## config.mk

```make
export PLATFORM = sky130hd
export DESIGN_NAME = drum_mult_pipe
export DESIGN_NICKNAME = d
export VERILOG_FILES = /design/src/rtl/drum_pkg.sv /design/src/rtl/drum_trunc.sv /design/src/rtl/drum_mult_pipe.sv
export SDC_FILE = /design/constraint.sdc
export NUM_CORES = 1
export LEC_CHECK = 0
export ABC_AREA = 1
export BUFFER_PORTS_ARGS = -buffer_cell sky130_fd_sc_hd__clkbuf_2
export CAP_MARGIN = 20
export CORE_MARGIN = 2
export CORE_UTILIZATION = 44
export CTS_CLUSTER_SIZE = 20
export DETAILED_ROUTE_END_ITERATION = 12
export HOLD_SLACK_MARGIN = 0.02
export PLACE_DENSITY = 0.72
export SETUP_SLACK_MARGIN = 0.2
export SYNTH_ARGS = -nofsm -noshare
export SYNTH_HDL_FRONTEND = slang
export SYNTH_SLANG_ARGS = --single-unit
```

## constraint.sdc

```tcl
create_clock -name clk -period 5.24 [get_ports clk]
set_input_delay 1.048 -clock clk [delete_from_list [all_inputs] [get_ports clk]]
set_output_delay 1.048 -clock clk [all_outputs]
set_load 0.03 [all_outputs]
```

## src/rtl/drum_pkg.sv

```systemverilog
// Shared helpers for the pipelined DRUM approximate multiplier: width math and
// the leading-one priority encoder used by the operand truncation stage.
package drum_pkg;

  // Widest operand the leading-one scan supports.
  localparam int unsigned MAX_W = 128;

  function automatic int unsigned clog2(input int unsigned n);
    int unsigned r;
    r = 0;
    for (int unsigned v = 1; v < n; v = v << 1) begin
      r++;
    end
    return r;
  endfunction

  // Width of the combined shift amount pA+pB, whose maximum is 2*(WIDTH-K).
  // A package cannot see module generics, so this is a function of them.
  function automatic int unsigned shift_w(input int unsigned width, input int unsigned k);
    return clog2(2 * (width - k) + 1);
  endfunction

  function automatic int unsigned lead_one_idx(input logic [MAX_W-1:0] v);
    int unsigned idx;
    idx = 0;
    for (int i = 0; i < MAX_W; i++) begin
      if (v[i]) idx = i;
    end
    return idx;
  endfunction

endpackage

```

## src/rtl/drum_trunc.sv

```systemverilog
// Per-operand front end: magnitude, leading-one detection and DRUM truncation
// to a K-bit mantissa m with shift p. Purely combinational.
module drum_trunc import drum_pkg::*; #(
  parameter int unsigned WIDTH = 16,
  parameter int unsigned K     = 6
) (
  input  logic [WIDTH-1:0]              x,
  input  logic                          is_signed,
  output logic [K-1:0]                  m,
  output logic [shift_w(WIDTH, K)-1:0]  p,
  output logic                          is_zero
);

  localparam int unsigned SW = shift_w(WIDTH, K);

  logic [WIDTH-1:0] mag;
  int unsigned      lead;

  always_comb begin
    // WIDTH-bit unsigned negation: the most negative value maps to 2^(WIDTH-1).
    mag     = (is_signed && x[WIDTH-1]) ? -x : x;
    lead    = lead_one_idx(MAX_W'(mag));
    is_zero = (mag == '0);
    if (lead >= K) begin
      // Keep the leading one and the next K-2 bits, force the LSB to one.
      m = K'(mag >> (lead - K + 1)) | K'(1);
      p = SW'(lead - K + 1);
    end else begin
      m = mag[K-1:0];
      p = '0;
    end
  end

endmodule

```

## src/rtl/drum_mult_pipe.sv

```systemverilog
// Three-stage pipelined DRUM approximate multiplier with signed/unsigned mode,
// valid/ready handshake under a single global advance, and a tag sideband.
module drum_mult_pipe import drum_pkg::*; #(
  parameter int unsigned WIDTH = 16,
  parameter int unsigned K     = 6,
  parameter int unsigned TAG_W = 4
) (
  input  logic                 clk,
  input  logic                 rst,
  input  logic                 in_valid,
  output logic                 in_ready,
  input  logic [WIDTH-1:0]     in_a,
  input  logic [WIDTH-1:0]     in_b,
  input  logic                 in_signed,
  input  logic [TAG_W-1:0]     in_tag,
  output logic                 out_valid,
  input  logic                 out_ready,
  output logic [2*WIDTH-1:0]   out_product,
  output logic [TAG_W-1:0]     out_tag
);

  localparam int unsigned SW = shift_w(WIDTH, K);
  localparam int unsigned PW = 2 * K;
  localparam int unsigned OW = 2 * WIDTH;

  logic adv;

  logic [K-1:0]  ma, mb;
  logic [SW-1:0] pa, pb;
  logic          za, zb;

  logic             s1_valid;
  logic [K-1:0]     s1_ma, s1_mb;
  logic [SW-1:0]    s1_psum;
  logic             s1_neg, s1_zero;
  logic [TAG_W-1:0] s1_tag;

  logic             s2_valid;
  logic [PW-1:0]    s2_p;
  logic [SW-1:0]    s2_psum;
  logic             s2_neg, s2_zero;
  logic [TAG_W-1:0] s2_tag;

  logic [OW-1:0] s3_u, s3_next;

  // The whole pipe moves together; a stalled output freezes every stage.
  assign adv      = out_ready | ~out_valid;
  assign in_ready = adv;

  drum_trunc #(
    .WIDTH(WIDTH),
    .K    (K)
  ) u_trunc_a (
    .x        (in_a),
    .is_signed(in_signed),
    .m        (ma),
    .p        (pa),
    .is_zero  (za)
  );

  drum_trunc #(
    .WIDTH(WIDTH),
    .K    (K)
  ) u_trunc_b (
    .x        (in_b),
    .is_signed(in_signed),
    .m        (mb),
    .p        (pb),
    .is_zero  (zb)
  );

  always_ff @(posedge clk) begin
    if (rst) begin
      s1_valid <= 1'b0;
      s1_ma    <= '0;
      s1_mb    <= '0;
      s1_psum  <= '0;
      s1_neg   <= 1'b0;
      s1_zero  <= 1'b0;
      s1_tag   <= '0;
    end else if (adv) begin
      s1_valid <= in_valid;
      if (in_valid) begin
        s1_ma   <= ma;
        s1_mb   <= mb;
        s1_psum <= pa + pb;
        s1_neg  <= in_signed & (in_a[WIDTH-1] ^ in_b[WIDTH-1]);
        s1_zero <= za | zb;
        s1_tag  <= in_tag;
      end
    end
  end

  always_ff @(posedge clk) begin
    if (rst) begin
      s2_valid <= 1'b0;
      s2_p     <= '0;
      s2_psum  <= '0;
      s2_neg   <= 1'b0;
      s2_zero  <= 1'b0;
      s2_tag   <= '0;
    end else if (adv) begin
      s2_valid <= s1_valid;
      if (s1_valid) begin
        s2_p    <= PW'(s1_ma) * PW'(s1_mb);
        s2_psum <= s1_psum;
        s2_neg  <= s1_neg;
        s2_zero <= s1_zero;
        s2_tag  <= s1_tag;
      end
    end
  end

  // Max shift is 2*(WIDTH-K), so the 2K-bit product always fits in 2*WIDTH bits.
  always_comb begin
    s3_u = OW'(s2_p) << s2_psum;
    if (s2_zero) begin
      s3_next = '0;
    end else if (s2_neg) begin
      s3_next = -s3_u;
    end else begin
      s3_next = s3_u;
    end
  end

  always_ff @(posedge clk) begin
    if (rst) begin
      out_valid   <= 1'b0;
      out_product <= '0;
      out_tag     <= '0;
    end else if (adv) begin
      out_valid <= s2_valid;
      if (s2_valid) begin
        out_product <= s3_next;
        out_tag     <= s2_tag;
      end
    end
  end

endmodule

```

Word level (Yosys, flattened, before mapping)
Index checks and enable logic that the tools add are counted.
{"block": "totals", "word_cells": 80, "in_bits": 41, "reg_bits": 85, "out_inout_bits": 38}
{"block": "classes", "reduce_logical": 7, "mux": 38, "bitwise_logic": 5, "multipliers": 1, "add_sub_neg": 8, "magnitude_cmp": 2, "n_shift": 3}
{"cell": "$mux 32", "n": 30}
{"cell": "$add 32x1->32 const B", "n": 2}
{"cell": "$ge 32x3->1 const B", "n": 2}
{"cell": "$shr 16x32->6", "n": 2}
{"cell": "$sub 32x3->32 const B", "n": 2}
{"cell": "$logic_not 16->1", "n": 2}
{"cell": "$mux 16", "n": 2}
{"cell": "$neg 16->16", "n": 2}
{"cell": "$neg 32->32", "n": 1}
{"cell": "$shl 12x5->32", "n": 1}
{"cell": "$mul 6x6->12", "n": 1}
{"cell": "$mux 6", "n": 2}
{"cell": "$mux 5", "n": 2}
{"cell": "$reduce_and 2->1", "n": 3}
{"cell": "$add 5x5->5", "n": 1}
{"cell": "$logic_and 1x1->1", "n": 2}
{"cell": "$mux 1", "n": 2}
{"cell": "$or 1x1->1", "n": 2}
{"cell": "$and 1x1->1", "n": 1}
{"cell": "$not 1->1", "n": 1}
{"cell": "$xor 1x1->1", "n": 1}

Longest topological paths before layout
{"block": "depth", "word_depth": 21, "ltp_mapped": 36, "depth_no_buf": 35}

Cells and area by module
A second synthesis with hierarchy kept.
{"block": "hier_totals", "cells_unflattened": 1515, "area_unflattened_um2": 9395.3}
{"module": "drum_mult_pipe", "cells_each": 913, "area_each_um2": 6252.2, "instances": 1}
{"module": "drum_trunc", "cells_each": 301, "area_each_um2": 1571.5, "instances": 2}

Worst setup path after synthesis
OpenSTA, ideal clock, no wires.
{"block": "synth_timing", "path_type": "in2reg", "startpoint": "input in_a[0]", "endpoint": "register s1_psum[4]", "slack_ns": 0.749, "n_path_buf": 2, "t_arrival_ns": 4.363, "required_time_ns": 5.111, "cell_stages": 26, "path_cell_list": "inv_1 > ha_1 > inv_1 > nor2_2 > nand3_2 > nor2_2 > nor2_1 > nand2_1 > nand2_1 > inv_1 > nand2_1 > nand2_1 > nand2_1 > nand2_1 > nand2_1 > nand2_2 > nand2_2 > buf_4 > ha_1 > clkbuf_1 > nand2_1 > fa_1 > o21ai_0 > xor2_1 > xnor2_1 > a21oi_1"}
{"block": "synth_via", "elab_chain_len": 21, "word_cells_on_any_way": 22, "cone_classes": "4 x add/sub; 1 x order compare; 17 x mux"}
{"item": "from (decl)", "line_no": "drum_mult_pipe.sv:12", "text": "input logic [WIDTH-1:0] in_a,"}
{"item": "$neg 16->16 (*)", "line_no": "drum_trunc.sv:21", "text": "mag = (is_signed && x[WIDTH-1]) ? -x : x;"}
{"item": "$mux 16 (*)", "line_no": "drum_trunc.sv:21"}
{"item": "$mux 1", "line_no": "drum_pkg.sv:27", "text": "if (v[i]) idx = i;"}
{"item": "$mux 32 (13 in a row)", "line_no": "drum_pkg.sv:27"}
{"item": "$mux 32 (*)", "line_no": "drum_pkg.sv:27"}
{"item": "$sub 32x3->32"}
{"item": "$add 32x1->32"}
{"item": "$mux 5 (*)", "line_no": "drum_trunc.sv:24", "text": "if (lead >= K) begin"}
{"item": "$add 5x5->5 (*)", "line_no": "drum_mult_pipe.sv:86", "text": "s1_psum <= pa + pb;"}
{"item": "to (signal assigned)", "line_no": "drum_mult_pipe.sv:86"}
{"item": "to (decl)", "line_no": "drum_mult_pipe.sv:34", "text": "logic [SW-1:0] s1_psum;"}
Mark *: on every way between the ends. The rest lies on a longest branch, timed or not.
A chain may end at the register's enable or synchronous reset.

Final worst setup path
Same ends and word-level chain as after synthesis.

==> impl_metrics.tcl <==
set metrics [dict create \
    die_area_um2 21600 \
    seqCellArea_um2 1700 \
    syn_area_um2 9000 \
    period_share_pct 84.3 \
    place_area_um2 9450 \
    yosysSeqAreaShare_pct 18.9 \
    drc 0 \
    worstSkewPairLatency_ps 350 \
    numCtsBuffers 9 \
    outcome "complete, no violations" \
    grt_max_degree 45 \
    swShare_pct 41.3 \
    drv_slew 0 \
    p_per_area_nw_per_um2 237 \
    grt_pass1_wl_um 38800 \
    finClkSkew_ps 8.71 \
    drv_cap 0 \
    hold_viol 0 \
    grt_overflow 0 \
    synth_xor_area_share_pct 2.92 \
    final_layout_size_suffix_gt1_share_pct 13.9 \
    setup_viol 0 \
    synthCells 1498 \
    gp_congestion 0.937 \
    slew_headroom_pct 36.0 \
    synth_compound_area_share_pct 14.5 \
    diodes 0 \
    p_sw_mw 0.958 \
    rows 52 \
    synth_fa_ha_area_share_pct 8.59 \
    multi_input_comb_area_um2 6190 \
    nets 1627 \
    path_buf_inv 6 \
    clockPowerShare_pct 26.4 \
    vdd_drop_max_mv 0.171 \
    synth.mux.area_fraction_pct 0.334 \
    antenna_found_initial 0 \
    cts_hold_buf 0 \
    timing.fmax_mhz 226 \
    path_clk_slew_ps 60 \
    vias 9326 \
    crit_type "input port to flop" \
    leakage_nw 5.04 \
    worstPathRequired_ps 5460 \
    p_seq_share_pct 32.3 \
    fin_tns_setup_ps 0 \
    synth-edff-count 0 \
    synth_cell_types 54 \
    io_buffer_count 78 \
    dp_hpwl_um 17900 \
    synth_seq_cells 85 \
    critPathTopFamily "simple AND/OR/NAND/NOR gates" \
    period_minus_slack_ps 4420 \
    cts-resized-gates 0 \
    n_fill_cell 2152 \
    cp_max_fo 7 \
    yosys_warnings 0 \
    die_height_um 147 \
    yosys.area_share.simple_pct 42.4 \
    start_kind "input port" \
    comb_power_share_pct 41.4 \
    dr.pass1.iters 5 \
    syn_area_per_cell_um2 6.01 \
    wl_per_cell_um 12.6 \
    p_int_mw 1.36 \
    hold_depth 2 \
    ys_async_sr_fraction_pct 0 \
    crit_arrival_ps 4640 \
    worst_pin_slew_ps 958 \
    stdcell_area_um2 9760 \
    post-cts-setup-buffers 0 \
    synth_top_family_by_area "simple AND/OR/NAND/NOR gates" \
    cpMaxStageDelayCell "ha_1" \
    die_width_um 147 \
    area_growth_pct 8.39 \
    synth_ff_type "dfxtp_1" \
    fp.coreArea_um2 20200 \
    clock_sinks 85 \
    rsz0062_at_grt "no" \
    r2r_cells 18 \
    grt_pass1_vias 8514 \
    drt-initial-drc-count 701 \
    ant_nets 0 \
    synth_nets 1590 \
    crit_top_cell "inv_1" \
    cp-end-kind "flop" \
    cts_htree_levels 3 \
    drt_wl_total_um 22800 \
    cp.depth 28 \
    max_stage_delay_ps 380 \
    via_per_inst 5.15 \
    cts_buffer_depth 2 \
    start_util_pct 44.6 \
    io_pins 79 \
    gr-usage-all-layers_pct 21.0 \
    hold_class "flop to flop" \
    cts_root_buffer "clkbuf_16" \
    cts_tree "done" \
]
[per-layer routing]
metal  wire [µm]  up-vias  share of wire (%)  global-route usage (%)
met5           0        -                  0                       0
met4         387        0                1.7                    5.96
met3        1050       29                4.6                    1.61
met2       10900      258                 48                    37.0
met1       10500     4129                 46                    27.7
li1            -     4910                  -                       -
[cell usage after synthesis (9+ instances only)]
library cell / count / area share (%)
nand3_1: 133 / 7.4
buf_6: 10 / 1.3
xor2_1: 22 / 2.1
nor2_2: 18 / 1.3
buf_2: 10 / 0.56
a21oi_1: 89 / 4.9
o21ai_0: 90 / 5.0
dfxtp_1: 85 / 19
nand2_2: 26 / 1.8
nor2_1: 128 / 5.3
nand3_2: 9 / 1.0
inv_1: 179 / 7.5
o211ai_1: 10 / 0.83
nand4_1: 37 / 2.6
nand2_1: 435 / 18
clkbuf_1: 30 / 1.3
fa_1: 18 / 4.0
ha_1: 33 / 4.6
inv_2: 14 / 0.58
nand3b_1: 13 / 1.1
[placed cells by master, fill, tap and decap left out, types with 5 or more instances in the layout]
| master | synthesis | layout |
|---|---|---|
| nor2_2 | 18 | 19 |
| nand3_2 | 9 | 9 |
| xor2_1 | 22 | 22 |
| o211ai_1 | 10 | 10 |
| inv_1 | 179 | 179 |
| dfxtp_1 | 85 | 85 |
| o2111ai_1 | 8 | 8 |
| ha_1 | 33 | 33 |
| o21ai_0 | 90 | 90 |
| o21ai_2 | 5 | 5 |
| nand3b_1 | 13 | 13 |
| nand3_1 | 133 | 133 |
| inv_2 | 14 | 14 |
| nand2_2 | 26 | 26 |
| nor2_1 | 128 | 127 |
| clkbuf_16 | 0 | 9 |
| xnor2_1 | 8 | 8 |
| fa_1 | 18 | 18 |
| nand2_4 | 7 | 7 |
| buf_4 | 5 | 8 |
| nand2_1 | 435 | 435 |
| o21ai_1 | 7 | 7 |
| clkbuf_2 | 0 | 78 |
| a21oi_2 | 5 | 5 |
| nand4_1 | 37 | 37 |
| a21oi_1 | 89 | 89 |
| or2_2 | 6 | 6 |
| nor2_4 | 6 | 6 |
| nor3_1 | 6 | 6 |
[logic make-up (layout without fill, tap and decap cells)]
logic type	after synthesis	in the layout
AND/OR/NAND/NOR	836	836
buffers and inverters	262	304
AO/OA/AOI/OAI	231	231
flip-flops	85	85
adder cells (fa/ha/maj)	51	51
XOR/XNOR	30	30
multiplexers	3	3
[sequential cells by signal, summed over array words and instances (netlist names), 4 cells and up]
| signal | cells |
|---|---|
| s1_psum | 5 |
| s2_psum | 5 |
| s1_ma | 6 |
| s2_p | 12 |
| s1_tag | 4 |
| s1_mb | 6 |
| s2_tag | 4 |
| out_product | 32 |
| out_tag | 4 |
[layout make-up]
type / count / share of cell area, %
clock buffers: 10 / 2.45
clock inverters: 6 / 0.462
inverters: 201 / 7.83
multi-input cells: 1151 / 63.5
flip-flops and latches: 85 / 17.4
well taps: 270 / 3.46
repair buffers: 87 / 4.90
[power by group through the flow]
stage          Clock [mW]  Combinational [mW]  Sequential [mW]
3_5_place_dp            0               0.948            0.762
2_1_floorplan           0               0.750            0.749
4_1_cts             0.622               0.954            0.747
5_1_grt             0.641                1.09            0.755
3_3_place_gp            0               0.939            0.761
6_report            0.611               0.959            0.748
[worst paths after layout]
path,from,slack [ps],end
worst min-delay path,out_product[6],460,out_product[6]
worst max-delay path,in_a[0],820,s1_psum[4]
worst max register to register,s1_mb[5],1270,s2_p[10]
worst min register to register,out_product[6],460,out_product[6]
[tightest hold or removal path, stage by stage, from the launching register on]
cell and delay, ps:
dfxtp_1 310, nand2_1 60, a21oi_1 50
[through the flow]
step	instances	setup WS [ps]	power, mW	hold slack [ps]	util (%)
global route	1810	405	2.49	475	48.4
global placement	1793	595	1.70	454	46.8
detailed placement	1793	470	1.71	455	46.8
CTS	1809	835	2.32	464	48.2
floorplan	1498	749	1.50	444	-
finish	1810	824	2.32	461	48.4
(Power assumes the default switching activity.)
